--- src/rtl/coin_pkg.sv ---
// Shared definitions for the coin signalling link: colour codes, frame encodings and
// transmitter states. The transmitter and the decoder both import this package.
package coin_pkg;

  localparam logic [1:0] COLOR_00  = 2'b00;
  localparam logic [1:0] COLOR_01  = 2'b01;
  localparam logic [1:0] COLOR_10  = 2'b10;
  localparam logic [1:0] COLOR_INV = 2'b11;

  localparam int FRAME_BITS = 3;

  localparam logic [FRAME_BITS-1:0] ENC_01_DEF = 3'b001;
  localparam logic [FRAME_BITS-1:0] ENC_10_DEF = 3'b011;

  typedef enum logic [1:0] {
    IDLE,
    START,
    BIT,
    GAP
  } state_e;

  // Colour 00 is fixed at all-zero; the invalid colour maps to zero but is never framed.
  function automatic logic [FRAME_BITS-1:0] encode_color(
    input logic [1:0]            color,
    input logic [FRAME_BITS-1:0] enc_01,
    input logic [FRAME_BITS-1:0] enc_10
  );
    case (color)
      COLOR_01: return enc_01;
      COLOR_10: return enc_10;
      default:  return '0;
    endcase
  endfunction

endpackage

--- src/rtl/coin_tx.sv ---
// Coin frame transmitter: accepts a colour over valid/ready and sends a start pulse
// followed by the colour's 3-bit pattern MSB first, then holds off for GAP_CYCLES.
module coin_tx
  import coin_pkg::*;
#(
  parameter int                    GAP_CYCLES = 2,
  parameter logic [FRAME_BITS-1:0] ENC_01     = ENC_01_DEF,
  parameter logic [FRAME_BITS-1:0] ENC_10     = ENC_10_DEF
) (
  input  logic       clk,
  input  logic       rst_n,
  input  logic       req_valid,
  input  logic [1:0] req_color,
  output logic       req_ready,
  output logic       start,
  output logic       coin,
  output logic       busy,
  output logic       err
);

  localparam int GW = (GAP_CYCLES > 1) ? $clog2(GAP_CYCLES) : 1;
  localparam logic [GW-1:0] GAP_LAST = GW'((GAP_CYCLES > 0) ? GAP_CYCLES - 1 : 0);
  localparam int CW = $clog2(FRAME_BITS);
  localparam logic [CW-1:0] CNT_TOP = CW'(FRAME_BITS - 1);

  state_e                state_q, state_d;
  logic [FRAME_BITS-1:0] pattern_q, pattern_d;
  logic [CW-1:0]         cnt_q, cnt_d;
  logic [GW-1:0]         gap_q, gap_d;
  logic                  err_d;

  always_comb begin
    state_d   = state_q;
    pattern_d = pattern_q;
    cnt_d     = cnt_q;
    gap_d     = gap_q;
    err_d     = 1'b0;
    unique case (state_q)
      IDLE: begin
        if (req_valid) begin
          if (req_color == COLOR_INV) begin
            err_d = 1'b1;
          end else begin
            pattern_d = encode_color(req_color, ENC_01, ENC_10);
            state_d   = START;
          end
        end
      end
      START: begin
        state_d = BIT;
        cnt_d   = CNT_TOP;
      end
      BIT: begin
        if (cnt_q == '0) begin
          gap_d   = '0;
          state_d = (GAP_CYCLES == 0) ? IDLE : GAP;
        end else begin
          cnt_d = cnt_q - CW'(1);
        end
      end
      GAP: begin
        if (gap_q == GAP_LAST) state_d = IDLE;
        else                   gap_d   = gap_q + GW'(1);
      end
      default: state_d = IDLE;
    endcase
  end

  // Outputs are decoded from the next state so every port comes straight from a flop.
  always_ff @(posedge clk or negedge rst_n) begin
    if (!rst_n) begin
      state_q   <= IDLE;
      pattern_q <= '0;
      cnt_q     <= '0;
      gap_q     <= '0;
      start     <= 1'b0;
      coin      <= 1'b0;
      busy      <= 1'b0;
      err       <= 1'b0;
      req_ready <= 1'b1;
    end else begin
      state_q   <= state_d;
      pattern_q <= pattern_d;
      cnt_q     <= cnt_d;
      gap_q     <= gap_d;
      start     <= (state_d == START);
      coin      <= (state_d == BIT) && pattern_d[cnt_d];
      busy      <= (state_d != IDLE);
      err       <= err_d;
      req_ready <= (state_d == IDLE);
    end
  end

endmodule

--- config.mk ---
export PLATFORM = sky130hd
export DESIGN_NAME = coin_tx
export DESIGN_NICKNAME = d
export VERILOG_FILES = /design/src/rtl/coin_pkg.sv /design/src/rtl/coin_tx.sv
export SDC_FILE = /design/constraint.sdc
export NUM_CORES = 1
export LEC_CHECK = 0
export ABC_CLOCK_PERIOD_IN_PS = 2100
export CORE_MARGIN = 3
export CORE_UTILIZATION = 40
export CTS_CLUSTER_SIZE = 10
export DETAILED_ROUTE_END_ITERATION = 8
export GPL_ROUTABILITY_DRIVEN = 0
export PLACE_DENSITY = 0.64
export SLEW_MARGIN = 25
export SYNTH_ARGS = -nofsm -noshare
export SYNTH_HDL_FRONTEND = slang
export SYNTH_SLANG_ARGS = --single-unit
--- constraint.sdc ---
create_clock -name clk -period 2.1 [get_ports clk]
set_clock_uncertainty 0.05 [all_clocks]
set_input_delay 0.525 -clock clk [delete_from_list [all_inputs] [get_ports clk]]
set_output_delay 0.525 -clock clk [all_outputs]
set_load 0.1 [all_outputs]
# Yosys cells after proc, flatten, opt, wreduce, memory -nomap -nowiden
# Cells that the tools add are included.
# W data, S select, Z words.
# totals
output_inout_bits,5
ff_bits,13
elab_cells,47
# op_classes
muxes,19
order_cmp,1
n_eq_ne,9
n_reduce_logical,7
n_addsub,2
# ops
op,n
$eq A2 B2 Y1 const B,5
$mux W2,5
$mux W3,3
$pmux W2 S2,2
$pmux W2 S4,1
$eq A2 B1 Y1 const B,3
$logic_not A2 Y1,3
$mux W1,6
$reduce_bool A2 Y1,2
$lt A2 B3 Y1 const B,1
$bmux W1 S2,1
$ne A2 B2 Y1 const B,1
$pmux W1 S2,1
$reduce_and A2 Y1,1
$sub A2 B1 Y2 const B,1
$add A1 B1 Y1 const B,1
$logic_and A1 B1 Y1,1

# Longest topological paths before layout
# Gate-level depths: netlist of run 1.
# depth
depth_word,8
depth_mapped,6

# Worst setup path after synthesis of run 1
# No wires, ideal clock.
# synth_timing
kind,reg2reg
start,register state_q[0]
end,register coin
slack_ps,446
t_arrival_ps,1509
stages_incl_launch_ff,7
path_cell_list,dfrtp_1 -> inv_1 -> ha_1 -> mux2i_1 -> and2_1 -> a211oi_1 -> nor4b_2
# synth_via
elab_chain_cells,5
# synth_lines
element,line,source
from (decl),coin_tx.sv:26,"state_e state_q, state_d;"
from (signal assigned),coin_tx.sv:82,state_q <= state_d;
$eq A2 B2 Y1 (tied with other cells),coin_tx.sv:38,unique case (state_q)
$pmux W2 S2 (tied with other cells),coin_tx.sv:38,
$bmux W1 S2 or $pmux W2 S4 (tied branches),"coin_tx.sv:87, coin_tx.sv:38",
$mux W1 (not written as such) or $eq A2 B2 Y1 (tied branches),coin_tx.sv:87,coin <= (state_d == BIT) && pattern_d[cnt_d];
$logic_and A1 B1 Y1 (*),coin_tx.sv:87,
to (signal assigned),coin_tx.sv:87,
to (decl),coin_tx.sv:16,"output logic coin,"
# Every way passes the cells marked *; elsewhere a longest branch is shown, timed or not. The select of a mux whose other input is x is not followed.
# A chain may end at the register's enable or synchronous reset.

# Worst setup path after layout of run 1
# layout_timing
start,input req_color[1]
end,register coin
# layout_via
elab_chain_cells,8
# layout_lines
element,line,source
from (decl),coin_tx.sv:13,"input logic [1:0] req_color,"
$eq A2 B2 Y1 or $eq A2 B1 Y1 (tied branches),coin_pkg.sv:28,case (color)
$pmux W2 S2,coin_pkg.sv:28,
$mux W3 (*),coin_tx.sv:41,if (req_color == COLOR_INV) begin
$mux W3 (*),coin_tx.sv:40,if (req_valid) begin
$mux W3 (*),coin_tx.sv:38,
named net pattern_d[1],coin_tx.sv:27,"logic [FRAME_BITS-1:0] pattern_q, pattern_d;"
$bmux W1 S2 (*),coin_tx.sv:87,
$mux W1 (not written as such) (*),coin_tx.sv:87,
$logic_and A1 B1 Y1 (*),coin_tx.sv:87,
# Mark *: on every way through the listed nets, which the timed path passes. The rest lies on a longest branch. The select of a mux whose other input is x is not followed.

==> qor.json, run 1 <==
{
  "timing.critical_path.buf_inv": 1,
  "clk_pin_slew_ns": 0.08,
  "crit_path_max_fanout": 3,
  "route.final.wire_length_um": 1250,
  "min_delay_worst_endpoint": "pattern_q[1]$_DFF_PN0_",
  "die_area_sq_um": 2310,
  "max_stage_delay_ns": 0.46,
  "leakage_power_uw": 0.000419,
  "drt-vias-per-instance": 5.07,
  "use_met1_pct": 20.0,
  "maxCapViolCount": 0,
  "die_height_um": 48.0,
  "setup_viol": 0,
  "critical_path.startpoint_type": "primary input",
  "tritoncts_clock_tree": "yes",
  "status": "completed",
  "worst-r2r-cell-count": 6,
  "critical_path.endpoint_type": "register",
  "drv_slew": 0,
  "cts_max_level": 1,
  "routedWlPerCell_um": 13.7,
  "n_antenna_cell": 0,
  "detailedPlacementHpwl_um": 919,
  "postRouteAntennaNets": 0,
  "worstHoldPathCells": 1,
  "criticalPathCategory": "in2reg",
  "groute.layer.met3.usage_pct": 3.38,
  "ir_drop_mv": 1.43,
  "most_used_layer_global_route": "met1",
  "timing.reg2reg.setup_slack_ns": 0.24,
  "hold_path_startpoint": "pattern_q[1]$_DFF_PN0_",
  "power_density_nw_per_um2": 1660,
  "timing.slew.headroom_pct": 60.3,
  "p_total_uw": 1450,
  "crit_chain": "clkdlybuf4s50_1 -> ha_1 -> nand3b_2 -> mux2_2 -> a21boi_0 -> nor4b_2",
  "clock.fmax_ghz": 0.518,
  "worst_ep_arrival_time_ns": 2.04,
  "grt_max_degree": 14,
  "worst-slew-pin-transition_ns": 0.593,
  "post-cts-setup-buffer-count": 0,
  "cts-buffers-inserted": 3,
  "syn_to_final_growth_pct": 23.5,
  "postCtsResizedCells": 0,
  "antenna_violations_before_repair": 0,
  "final_nets": 89,
  "globalRouteTotalUtil_pct": 14.6,
  "syn-cell-area_sq_um": 707,
  "clock_sinks": 13,
  "post_synth_num_cell_types": 28,
  "floorplan.io_pins": 10,
  "layout_common_cells": "12 x sky130_fd_sc_hd__dfrtp_1, 8 x sky130_fd_sc_hd__inv_1, 8 x sky130_fd_sc_hd__ha_1, 8 x sky130_fd_sc_hd__buf_4, 4 x sky130_fd_sc_hd__clkdlybuf4s50_1",
  "slowest_stage": "sky130_fd_sc_hd__clkdlybuf4s50_1",
  "seq_area_frac_synth_pct": 46.2,
  "mappedNetlistNets": 71,
  "routed-via-count": 461,
  "std_cell_rows": 14,
  "post_route_cells_drive_above_1_share_pct": 32.0,
  "drt_iter0_drc": 10,
  "hold_viol": 0,
  "synthesis.instances": 58,
  "worstReg2RegStart": "state_q[0]$_DFF_PN0_",
  "vias_in_the_first_global_route": 468,
  "design.core.area_sq_um": 1580,
  "synth.avg_cell_area_sq_um": 12.2,
  "unrepaired_setup_endpoints_after_global_routing": "false",
  "clock_insertion_delay_worst_skew_ns": 0.29,
  "detail_route.drc_violations": 0,
  "final.hold.worst_slack_ns": 0.479,
  "maximum_buffer_depth_of_the_clock_tree": 2,
  "io_buffer_count": 9,
  "cts_root_buffer": "sky130_fd_sc_hd__clkbuf_4",
  "worstHoldPathType": "reg2reg",
  "dr.pass1.iters": 4,
  "postCtsHoldBufs": 0,
  "synth-seq-cells": 13,
  "fin_crit_ns": 1.93,
  "first_pass_grt_wire_length_um": 2210,
  "die_x_um": 48.0,
  "worst_r2r_endpoint": "coin$_DFF_PN0_",
  "grt.overflow.total": 0,
  "cp_data_required_time_ns": 2.21,
  "kind_of_cell_adding_the_most_delay_to_the_critical_path": "buffers and inverters",
  "leading_cell_type_in_the_layout_fill_and_taps_excluded": "sky130_fd_sc_hd__dfrtp_1",
  "initial_core_util_pct": 44.8,
  "yosys_warnings": 0,
  "grt_util_met2_pct": 19.8,
  "timing.final.crit_share_pct": 91.8
}
power by group:
group / leakage [uW] / switching [uW] / internal, uW
clock: 0.0000150 / 85.1 / 73.9
sequential: 0.000165 / 72.4 / 357
combinational: 0.000239 / 542 / 316
total: 0.000419 / 699 / 747
metrics by stage:
step / cells / TNS (ns) / instance area, sq um / setup WS, ns / utilization, %
after floorplan: 58 / 0 / 707 / 0.446 / -
after global placement: 87 / -0.204 / 847 / -0.122 / 53.7
after detailed placement: 87 / -0.189 / 847 / -0.100 / 53.7
after CTS: 91 / 0 / 873 / 0.193 / 55.4
after global routing: 91 / 0 / 873 / 0.0457 / 55.4
final: 91 / 0 / 873 / 0.171 / 55.4
cell usage after synthesis:
| master | instances | area (sq um) |
|---|---|---|
| sky130_fd_sc_hd__nor2_1 | 2 | 7.51 |
| sky130_fd_sc_hd__o22ai_2 | 1 | 12.5 |
| sky130_fd_sc_hd__nand2_1 | 1 | 3.75 |
| sky130_fd_sc_hd__and3_2 | 1 | 7.51 |
| sky130_fd_sc_hd__dfstp_2 | 1 | 26.3 |
| sky130_fd_sc_hd__nand4b_1 | 1 | 8.76 |
| sky130_fd_sc_hd__mux2i_1 | 1 | 10.0 |
| sky130_fd_sc_hd__nor2b_4 | 1 | 13.8 |
| sky130_fd_sc_hd__o22ai_1 | 1 | 6.26 |
| sky130_fd_sc_hd__a21oi_1 | 3 | 15.0 |
| sky130_fd_sc_hd__nand3b_2 | 1 | 11.3 |
| sky130_fd_sc_hd__mux2i_2 | 1 | 13.8 |
| sky130_fd_sc_hd__or2_2 | 1 | 6.26 |
| sky130_fd_sc_hd__mux2i_4 | 1 | 22.5 |
| sky130_fd_sc_hd__o21ai_0 | 2 | 10.0 |
| sky130_fd_sc_hd__nor2b_1 | 1 | 6.26 |
| sky130_fd_sc_hd__nor4b_2 | 1 | 15.0 |
| sky130_fd_sc_hd__a211oi_1 | 2 | 15.0 |
| sky130_fd_sc_hd__dfrtp_1 | 12 | 300 |
| sky130_fd_sc_hd__a221oi_2 | 1 | 15.0 |
| sky130_fd_sc_hd__and2_1 | 1 | 6.26 |
| sky130_fd_sc_hd__and2b_1 | 1 | 7.51 |
| sky130_fd_sc_hd__mux2_2 | 1 | 11.3 |
| sky130_fd_sc_hd__nor3b_2 | 1 | 12.5 |
| sky130_fd_sc_hd__a21boi_0 | 1 | 7.51 |
| sky130_fd_sc_hd__inv_1 | 8 | 30.0 |
| sky130_fd_sc_hd__nand3_1 | 1 | 5.00 |
| sky130_fd_sc_hd__ha_1 | 8 | 100 |
worst max path at each step:
stage               cells after the start  slack (ns)                  from              to
floorplan                               6        0.45  state_q[0]$_DFF_PN0_  coin$_DFF_PN0_
global placement                        6       -0.12          req_color[0]  coin$_DFF_PN0_
detailed placement                      6       -0.10          req_color[0]  coin$_DFF_PN0_
CTS                                     6        0.19          req_color[0]  coin$_DFF_PN0_
global route                            6        0.05          req_color[1]  coin$_DFF_PN0_
finish                                  6        0.17          req_color[1]  coin$_DFF_PN0_
worst reg2reg max path: stages, from the launching register on:
cell and delay (ns):
sky130_fd_sc_hd__dfrtp_1 0.44, sky130_fd_sc_hd__inv_1 0.11, sky130_fd_sc_hd__ha_1 0.35, sky130_fd_sc_hd__mux2i_1 0.26
sky130_fd_sc_hd__and2_1 0.20, sky130_fd_sc_hd__a211oi_1 0.10, sky130_fd_sc_hd__nor4b_2 0.26
layout make-up:
class                      count  area [sq um]
sequential                    13           327
tap                           16          20.0
inverter                       8          30.0
multi-input combinational     37           350
timing repair buffer          13           120
clock buffer                   4          26.3
fill                         141           703
registers in the layout (all words and copies together), names as in the netlist:
signal / count
pattern_q: 3
req_ready: 1
state_q: 2
coin: 1
cnt_q: 2
start: 1
busy: 1
err: 1
gap_q: 1
cells by family (layout without fill, tap and decap cells):
group	after synthesis	count (layout)	share of synthesized area [%]
DFF	13	13	46.2
muxes	4	4	8.14
adders and majority gates	8	8	14.2
buffers and inverters	8	25	4.25
and+or+nand+nor	14	14	15.8
AOI/OAI and AO/OA	11	11	11.5
per-layer routing:
layer | part of all wire, % | wire length (um)
met1 | 48 | 603
met2 | 46 | 578
met3 | 3.2 | 40
met4 | 2.1 | 26
met5 | 0 | 0
No activity file was read; power rests on OpenSTA's default activity.
==> run 2: changes to the inputs <==
ABC_CLOCK_PERIOD_IN_PS = default   (was 2100)
clock period = 2.3 ns   (was 2.1 ns; I/O delays follow)
==> qor.json, run 2 (synthesis gave the netlist of run 1 again) <==
{
  "crit_path_max_fanout": {"value": 3, "change": "unchanged"},
  "maximum_buffer_depth_of_the_clock_tree": {"value": 2, "change": "unchanged"},
  "final.hold.worst_slack": {"value": 0.451, "unit": "ns", "change": "was 0.479 ns"},
  "timing.reg2reg.setup_slack": {"value": 0.44, "unit": "ns", "change": "was 0.24 ns"},
  "worstHoldPathType": {"value": "reg2reg", "change": "unchanged"},
  "timing.setup.tns": {"value": 0, "unit": "ns", "change": "unchanged"},
  "routed-via-count": {"value": 452, "change": "was 461"},
  "maxCapViolCount": {"value": 0, "change": "unchanged"},
  "max_stage_delay": {"value": 0.45, "unit": "ns", "change": "was 0.46 ns"},
  "cts-buffers-inserted": {"value": 3, "change": "unchanged"},
  "first_pass_grt_wire_length": {"value": 1980, "unit": "um", "change": "was 2210 um"},
  "n_fill_cell": {"value": 148, "change": "was 141"},
  "worst-slew-pin-transition": {"value": 0.592, "unit": "ns", "change": "was 0.593 ns"},
  "criticalPathCategory": {"value": "in2reg", "change": "unchanged"},
  "cts_max_level": {"value": 1, "change": "unchanged"},
  "leading_cell_type_in_the_layout_fill_and_taps_excluded": {"value": "sky130_fd_sc_hd__dfrtp_1", "change": "unchanged"},
  "detail_route.drc_violations": {"value": 0, "change": "unchanged"},
  "worst-r2r-cell-count": {"value": 6, "change": "unchanged"},
  "cp_data_required_time": {"value": 2.41, "unit": "ns", "change": "was 2.21 ns"},
  "postCtsHoldBufs": {"value": 0, "change": "unchanged"},
  "die_x": {"value": 48.0, "unit": "um", "change": "unchanged"},
  "syn_to_final_growth": {"value": 18.6, "unit": "%", "change": "was 23.5%"},
  "postCtsResizedCells": {"value": 0, "change": "unchanged"},
  "hold_viol": {"value": 0, "change": "unchanged"},
  "postRouteAntennaNets": {"value": 0, "change": "unchanged"},
  "crit_chain": {"value": "clkdlybuf4s50_1 -> ha_1 -> nand3b_2 -> mux2_2 -> a21boi_0 -> nor4b_2", "change": "unchanged"},
  "die_area": {"value": 2310, "unit": "sq um", "change": "unchanged"},
  "setup_viol": {"value": 0, "change": "unchanged"},
  "unrepaired_setup_endpoints_after_global_routing": {"value": "false", "change": "unchanged"},
  "final_nets": {"value": 86, "change": "was 89"},
  "grt.overflow.total": {"value": 0, "change": "unchanged"},
  "antenna_violations_before_repair": {"value": 0, "change": "unchanged"},
  "critical_path.startpoint_type": {"value": "primary input", "change": "unchanged"},
  "clock_insertion_delay_worst_skew": {"value": 0.28, "unit": "ns", "change": "was 0.29 ns"},
  "clock_sinks": {"value": 13, "change": "unchanged"},
  "globalRouteTotalUtil": {"value": 12.9, "unit": "%", "change": "was 14.6%"},
  "status": {"value": "completed", "change": "unchanged"},
  "layout_common_cells": {"value": "12 x sky130_fd_sc_hd__dfrtp_1, 8 x sky130_fd_sc_hd__inv_1, 8 x sky130_fd_sc_hd__ha_1", "change": "was 12 x sky130_fd_sc_hd__dfrtp_1, 8 x sky130_fd_sc_hd__inv_1, 8 x sky130_fd_sc_hd__ha_1, 8 x sky130_fd_sc_hd__buf_4, 4 x sky130_fd_sc_hd__clkdlybuf4s50_1"},
  "n_antenna_cell": {"value": 0, "change": "unchanged"},
  "worst_ep_arrival_time": {"value": 2.05, "unit": "ns", "change": "was 2.04 ns"},
  "seqCellArea": {"value": 327, "unit": "sq um", "change": "unchanged"},
  "drt-vias-per-instance": {"value": 5.14, "change": "was 5.07"},
  "reg_top3": {"value": "pattern_q (3), cnt_q (2), state_q (2)", "change": "unchanged"},
  "die_height": {"value": 48.0, "unit": "um", "change": "unchanged"},
  "worstHoldPathCells": {"value": 1, "change": "unchanged"},
  "std_cell_rows": {"value": 14, "change": "unchanged"},
  "post-cts-setup-buffer-count": {"value": 0, "change": "unchanged"},
  "place_inst": {"value": 84, "change": "was 87"},
  "cts_root_buffer": {"value": "sky130_fd_sc_hd__clkbuf_4", "change": "unchanged"},
  "floorplan.io_pins": {"value": 10, "change": "unchanged"},
  "clk_pin_slew": {"value": 0.08, "unit": "ns", "change": "about the same"},
  "multiInputGateArea": {"value": 350, "unit": "sq um", "change": "unchanged"},
  "drv_slew": {"value": 0, "change": "unchanged"},
  "timing.final.crit_share_pct": 84.8,
  "tritoncts_clock_tree": {"value": "yes", "change": "unchanged"},
  "slowest_stage": {"value": "sky130_fd_sc_hd__clkdlybuf4s50_1", "change": "unchanged"},
  "routedWlPerCell": {"value": 12.8, "unit": "um", "change": "was 13.7 um"},
  "post_route_cells_drive_above_1_share": {"value": 29.2, "unit": "%", "change": "was 32.0%"},
  "fin_crit_ns": 1.95,
  "drt_iter0_drc": {"value": 11, "change": "was 10"},
  "max_reg_flops": {"value": 3, "change": "unchanged"},
  "final-instance-count-excl-fill": {"value": 88, "change": "was 91"},
  "io_buffer_count": {"value": 9, "change": "unchanged"},
  "timing.slew.headroom": {"value": 60.4, "unit": "%", "change": "was 60.3%"},
  "grt_max_degree": {"value": 14, "change": "unchanged"},
  "initial_core_util": {"value": 44.8, "unit": "%", "change": "unchanged"},
  "clock.fmax_ghz": 0.513,
  "route.final.wire_length": {"value": 1120, "unit": "um", "change": "was 1250 um"},
  "largest_register": {"value": "pattern_q", "change": "unchanged"},
  "design.core.area": {"value": 1580, "unit": "sq um", "change": "unchanged"},
  "detailedPlacementHpwl": {"value": 872, "unit": "um", "change": "was 919 um"},
  "critical_path.endpoint_type": {"value": "register", "change": "unchanged"},
  "vias_in_the_first_global_route": {"value": 439, "change": "was 468"},
  "dr.pass1.iters": {"value": 4, "change": "unchanged"}
}
-- run 2: changes by cell type in the layout (fill, tap and decap cells not counted) --
cell / before / now
sky130_fd_sc_hd__buf_4: 8 / 6
sky130_fd_sc_hd__buf_12: 1 / 0
-- run 2: final timing paths --
kind / from / end
max: req_color[0] / coin$_DFF_PN0_
min: pattern_q[1]$_DFF_PN0_ / pattern_q[1]$_DFF_PN0_
max reg2reg: state_q[0]$_DFF_PN0_ / coin$_DFF_PN0_
min reg2reg: pattern_q[1]$_DFF_PN0_ / pattern_q[1]$_DFF_PN0_
max in group asynchronous: rst_n / coin$_DFF_PN0_
min in group asynchronous: rst_n / err$_DFF_PN0_
-- run 2: layout make-up --
cell class / instances / share of cell area, %
multi-input cells: 37 / 41.8
flip-flops and latches: 13 / 39.0
repair buffers: 10 / 10.1
inverters: 8 / 3.58
clock buffers: 4 / 3.13
well taps: 16 / 2.39
-- run 2: critical path, delay by kind of cell --
family / cells / cell delay, ns
multiplexers: 1 / 0.30
AO/OA/AOI/OAI: 1 / 0.22
AND/OR/NAND/NOR: 2 / 0.30
adder cells (fa/ha/maj): 1 / 0.21
buffers and inverters: 1 / 0.45
-- run 2: through the flow --
stage | area, sq um | utilization (%) | worst slack [ns]
final | 838 | 53.2 | 0.351
after global routing | 838 | 53.2 | 0.280
after CTS | 838 | 53.2 | 0.342
after detailed placement | 812 | 51.5 | 0.0480
after global placement | 812 | 51.5 | 0.0221
after floorplan | 707 | - | 0.624
-- run 2: per-layer routing --
layer	GRT usage, %	up-vias	part of all wire (%)
met5	0	-	0
met4	8.06	0	2.2
met3	3.38	4	4.4
met2	16.6	7	44
met1	18.7	216	49
li1	-	225	-
Power of run 2 is not shown: default switching activity piles up to over one toggle a cycle in this logic, so the estimate is an artifact.
==> run 3: changes to the inputs <==
clock period = 2 ns   (was 2.3 ns; I/O delays follow)
==> qor.json, run 3 (synthesis gave the netlist of run 1 again) <==
{
  "setup_viol": {"value": 0, "change": "unchanged"},
  "die_area": {"value": 2310, "unit": "sq um", "change": "unchanged"},
  "launching_instance_or_port_of_the_critical_path": {"value": "req_color[1]", "change": "was req_color[0]"},
  "cp_data_required_time": {"value": 2.10, "unit": "ns", "change": "was 2.41 ns"},
  "leading_cell_type_in_the_layout_fill_and_taps_excluded": {"value": "sky130_fd_sc_hd__dfrtp_1", "change": "unchanged"},
  "min_delay_worst_endpoint": {"value": "pattern_q[1]$_DFF_PN0_", "change": "unchanged"},
  "vias_in_the_first_global_route": {"value": 458, "change": "was 439"},
  "timing.final.crit_share_pct": 93.8,
  "clock_insertion_delay_worst_skew": {"value": 0.28, "unit": "ns", "change": "about the same"},
  "grt.overflow.total": {"value": 0, "change": "unchanged"},
  "n_antenna_cell": {"value": 0, "change": "unchanged"},
  "p_switching_uw": 753,
  "first_pass_grt_wire_length": {"value": 2010, "unit": "um", "change": "was 1980 um"},
  "design.core.area": {"value": 1580, "unit": "sq um", "change": "unchanged"},
  "layout_common_cells": {"value": "11 x sky130_fd_sc_hd__dfrtp_1, 8 x sky130_fd_sc_hd__inv_1, 8 x sky130_fd_sc_hd__ha_1", "change": "was 12 x sky130_fd_sc_hd__dfrtp_1, 8 x sky130_fd_sc_hd__inv_1, 8 x sky130_fd_sc_hd__ha_1"},
  "cts_root_buffer": {"value": "sky130_fd_sc_hd__clkbuf_4", "change": "unchanged"},
  "routed-via-count": {"value": 464, "change": "was 452"},
  "seq_power_share_pct": 29.0,
  "worst_r2r_endpoint": {"value": "coin$_DFF_PN0_", "change": "unchanged"},
  "timing.setup.tns": {"value": 0, "unit": "ns", "change": "unchanged"},
  "worst_ep_arrival_time": {"value": 1.98, "unit": "ns", "change": "was 2.05 ns"},
  "drt-vias-per-instance": {"value": 5.10, "change": "was 5.14"},
  "placement.setup.worst_slack": {"value": -0.176, "unit": "ns", "change": "was 0.0480 ns"},
  "floorplan.io_pins": {"value": 10, "change": "unchanged"},
  "p_clk_share_pct": 10.2,
  "slowest_stage": {"value": "sky130_fd_sc_hd__clkdlybuf4s50_1", "change": "unchanged"},
  "worst-r2r-cell-count": {"value": 6, "change": "unchanged"},
  "post-cts-setup-buffer-count": {"value": 0, "change": "unchanged"},
  "die_x": {"value": 48.0, "unit": "um", "change": "unchanged"},
  "n_fill_cell": {"value": 134, "change": "was 148"},
  "drv_slew": {"value": 0, "change": "unchanged"},
  "detailedPlacementHpwl": {"value": 946, "unit": "um", "change": "was 872 um"},
  "dr.pass1.iters": {"value": 3, "change": "was 4"},
  "maximum_buffer_depth_of_the_clock_tree": {"value": 2, "change": "unchanged"},
  "postCtsHoldBufs": {"value": 0, "change": "unchanged"},
  "criticalPathCategory": {"value": "in2reg", "change": "unchanged"},
  "cts_max_level": {"value": 1, "change": "unchanged"},
  "grt_max_degree": {"value": 14, "change": "unchanged"},
  "crit_path_max_fanout": {"value": 3, "change": "unchanged"},
  "fin_util": {"value": 58.9, "unit": "%", "change": "was 53.2%"},
  "critical_path.endpoint_type": {"value": "register", "change": "unchanged"},
  "internal_power_uw": 871,
  "timing.reg2reg.setup_slack": {"value": 0.15, "unit": "ns", "change": "was 0.44 ns"},
  "clock.fmax_ghz": 0.533,
  "combinational_fraction_of_design_power_pct": 60.8,
  "power_switching_share_pct": 46.4,
  "maxCapViolCount": {"value": 0, "change": "unchanged"},
  "drt_iter0_drc": {"value": 5, "change": "was 11"},
  "worstHoldPathType": {"value": "reg2reg", "change": "unchanged"},
  "largest_register": {"value": "pattern_q", "change": "unchanged"},
  "post_route_cells_drive_above_1_share": {"value": 34.7, "unit": "%", "change": "was 29.2%"},
  "reg_top3": {"value": "pattern_q (3), cnt_q (2), state_q (2)", "change": "unchanged"},
  "globalRouteTotalUtil": {"value": 12.8, "unit": "%", "change": "was 12.9%"},
  "worstReg2RegStart": {"value": "state_q[1]$_DFF_PN0_", "change": "was state_q[0]$_DFF_PN0_"},
  "routedWlPerCell": {"value": 13.1, "unit": "um", "change": "was 12.8 um"},
  "hold_path_startpoint": {"value": "pattern_q[1]$_DFF_PN0_", "change": "unchanged"},
  "worstHoldPathCells": {"value": 1, "change": "unchanged"},
  "postCtsResizedCells": {"value": 0, "change": "unchanged"},
  "antenna_violations_before_repair": {"value": 0, "change": "unchanged"},
  "postLayoutSetupSlackWorst": {"value": 0.124, "unit": "ns", "change": "was 0.351 ns"},
  "clock_sinks": {"value": 13, "change": "unchanged"},
  "cts-buffers-inserted": {"value": 3, "change": "unchanged"},
  "syn_to_final_growth": {"value": 31.3, "unit": "%", "change": "was 18.6%"},
  "critical_path.startpoint_type": {"value": "primary input", "change": "unchanged"},
  "p_total_uw": 1620,
  "hold_viol": {"value": 0, "change": "unchanged"},
  "ir_drop_mv": 1.09,
  "detail_route.drc_violations": {"value": 0, "change": "unchanged"},
  "leakage_power_uw": 0.000431,
  "power_density_nw_per_um2": 1750,
  "tritoncts_clock_tree": {"value": "yes", "change": "unchanged"},
  "max_reg_flops": {"value": 3, "change": "unchanged"},
  "postRouteAntennaNets": {"value": 0, "change": "unchanged"},
  "worst-slew-pin-transition": {"value": 0.592, "unit": "ns", "change": "about the same"},
  "die_height": {"value": 48.0, "unit": "um", "change": "unchanged"},
  "std_cell_rows": {"value": 14, "change": "unchanged"},
  "initial_core_util": {"value": 44.8, "unit": "%", "change": "unchanged"},
  "status": {"value": "completed", "change": "unchanged"},
  "kind_of_cell_adding_the_most_delay_to_the_critical_path": {"value": "buffers and inverters", "change": "unchanged"},
  "fin_crit_ns": 1.88,
  "timing.slew.headroom": {"value": 60.4, "unit": "%", "change": "about the same"},
  "clk_pin_slew": {"value": 0.09, "unit": "ns", "change": "was 0.08 ns"},
  "max_stage_delay": {"value": 0.46, "unit": "ns", "change": "was 0.45 ns"},
  "crit_chain": {"value": "clkdlybuf4s50_1 -> ha_1 -> nand3b_2 -> mux2_2 -> a21boi_0 -> nor4b_2", "change": "unchanged"},
  "final_nets": {"value": 89, "change": "was 86"},
  "timing.critical_path.buf_inv": {"value": 1, "change": "unchanged"},
  "route.final.wire_length": {"value": 1200, "unit": "um", "change": "was 1120 um"},
  "io_buffer_count": {"value": 9, "change": "unchanged"}
}
## run 3: cell types whose count changed in the layout (fill, tap and decap cells not counted)
cell	change
sky130_fd_sc_hd__buf_12	+5
sky130_fd_sc_hd__buf_4	-2
sky130_fd_sc_hd__dfrtp_1	-1
sky130_fd_sc_hd__dfrtp_2	+1
sky130_fd_sc_hd__mux2i_1	-1
sky130_fd_sc_hd__mux2i_2	+1
## run 3: power groups by stage
stage               logic, uW  clock network [uW]  registers (uW)
floorplan                 385                   0             732
global placement          969                   0             474
detailed placement        979                   0             475
CTS                       981                 170             469
global route             1050                 176             489
finish                    987                 166             471
## run 3: worst reg2reg max path: cells and delay by family (launching register included)
| family | cells | cell delay [ns] |
|---|---|---|
| multiplexers | 1 | 0.26 |
| adder cells (fa/ha/maj) | 1 | 0.35 |
| buffers and inverters | 1 | 0.10 |
| AND/OR/NAND/NOR | 2 | 0.46 |
| AO/OA/AOI/OAI | 1 | 0.09 |
| flip-flops | 1 | 0.42 |
## run 3: worst max-delay path by stage
stage                     slack (ns)  cells past startpoint             end
after floorplan                 0.35                      6  coin$_DFF_PN0_
after global placement         -0.18                      6  coin$_DFF_PN0_
final                           0.12                      6  coin$_DFF_PN0_
after CTS                       0.11                      6  coin$_DFF_PN0_
after detailed placement       -0.18                      6  coin$_DFF_PN0_
after global routing          -0.002                      6  coin$_DFF_PN0_
## run 3: per-layer routing
metal / GRT usage (%) / share of wire [%]
met4: 6.45 / 0.33
met5: 0 / 0
met1: 18.1 / 50
met3: 2.26 / 1.5
met2: 18.5 / 48
## run 3: final cells by class
class                           count  area (sq um)  area share (%)
Inverter                            8          30.0            3.23
Timing Repair Buffer               13           170            18.3
Multi-Input combinational cell     37           354            38.1
Sequential cell                    13           328            35.3
Tap cell                           16          20.0            2.16
Clock buffer                        4          26.3            2.83
## run 3: stage by stage
stage / instance area, sq um / hold WS [ns] / std cells
after floorplan: 707 / 0.154 / 58
after global placement: 897 / 0.434 / 87
after global routing: 928 / 0.480 / 91
final: 928 / 0.454 / 91
after CTS: 923 / 0.461 / 91
after detailed placement: 897 / 0.441 / 87
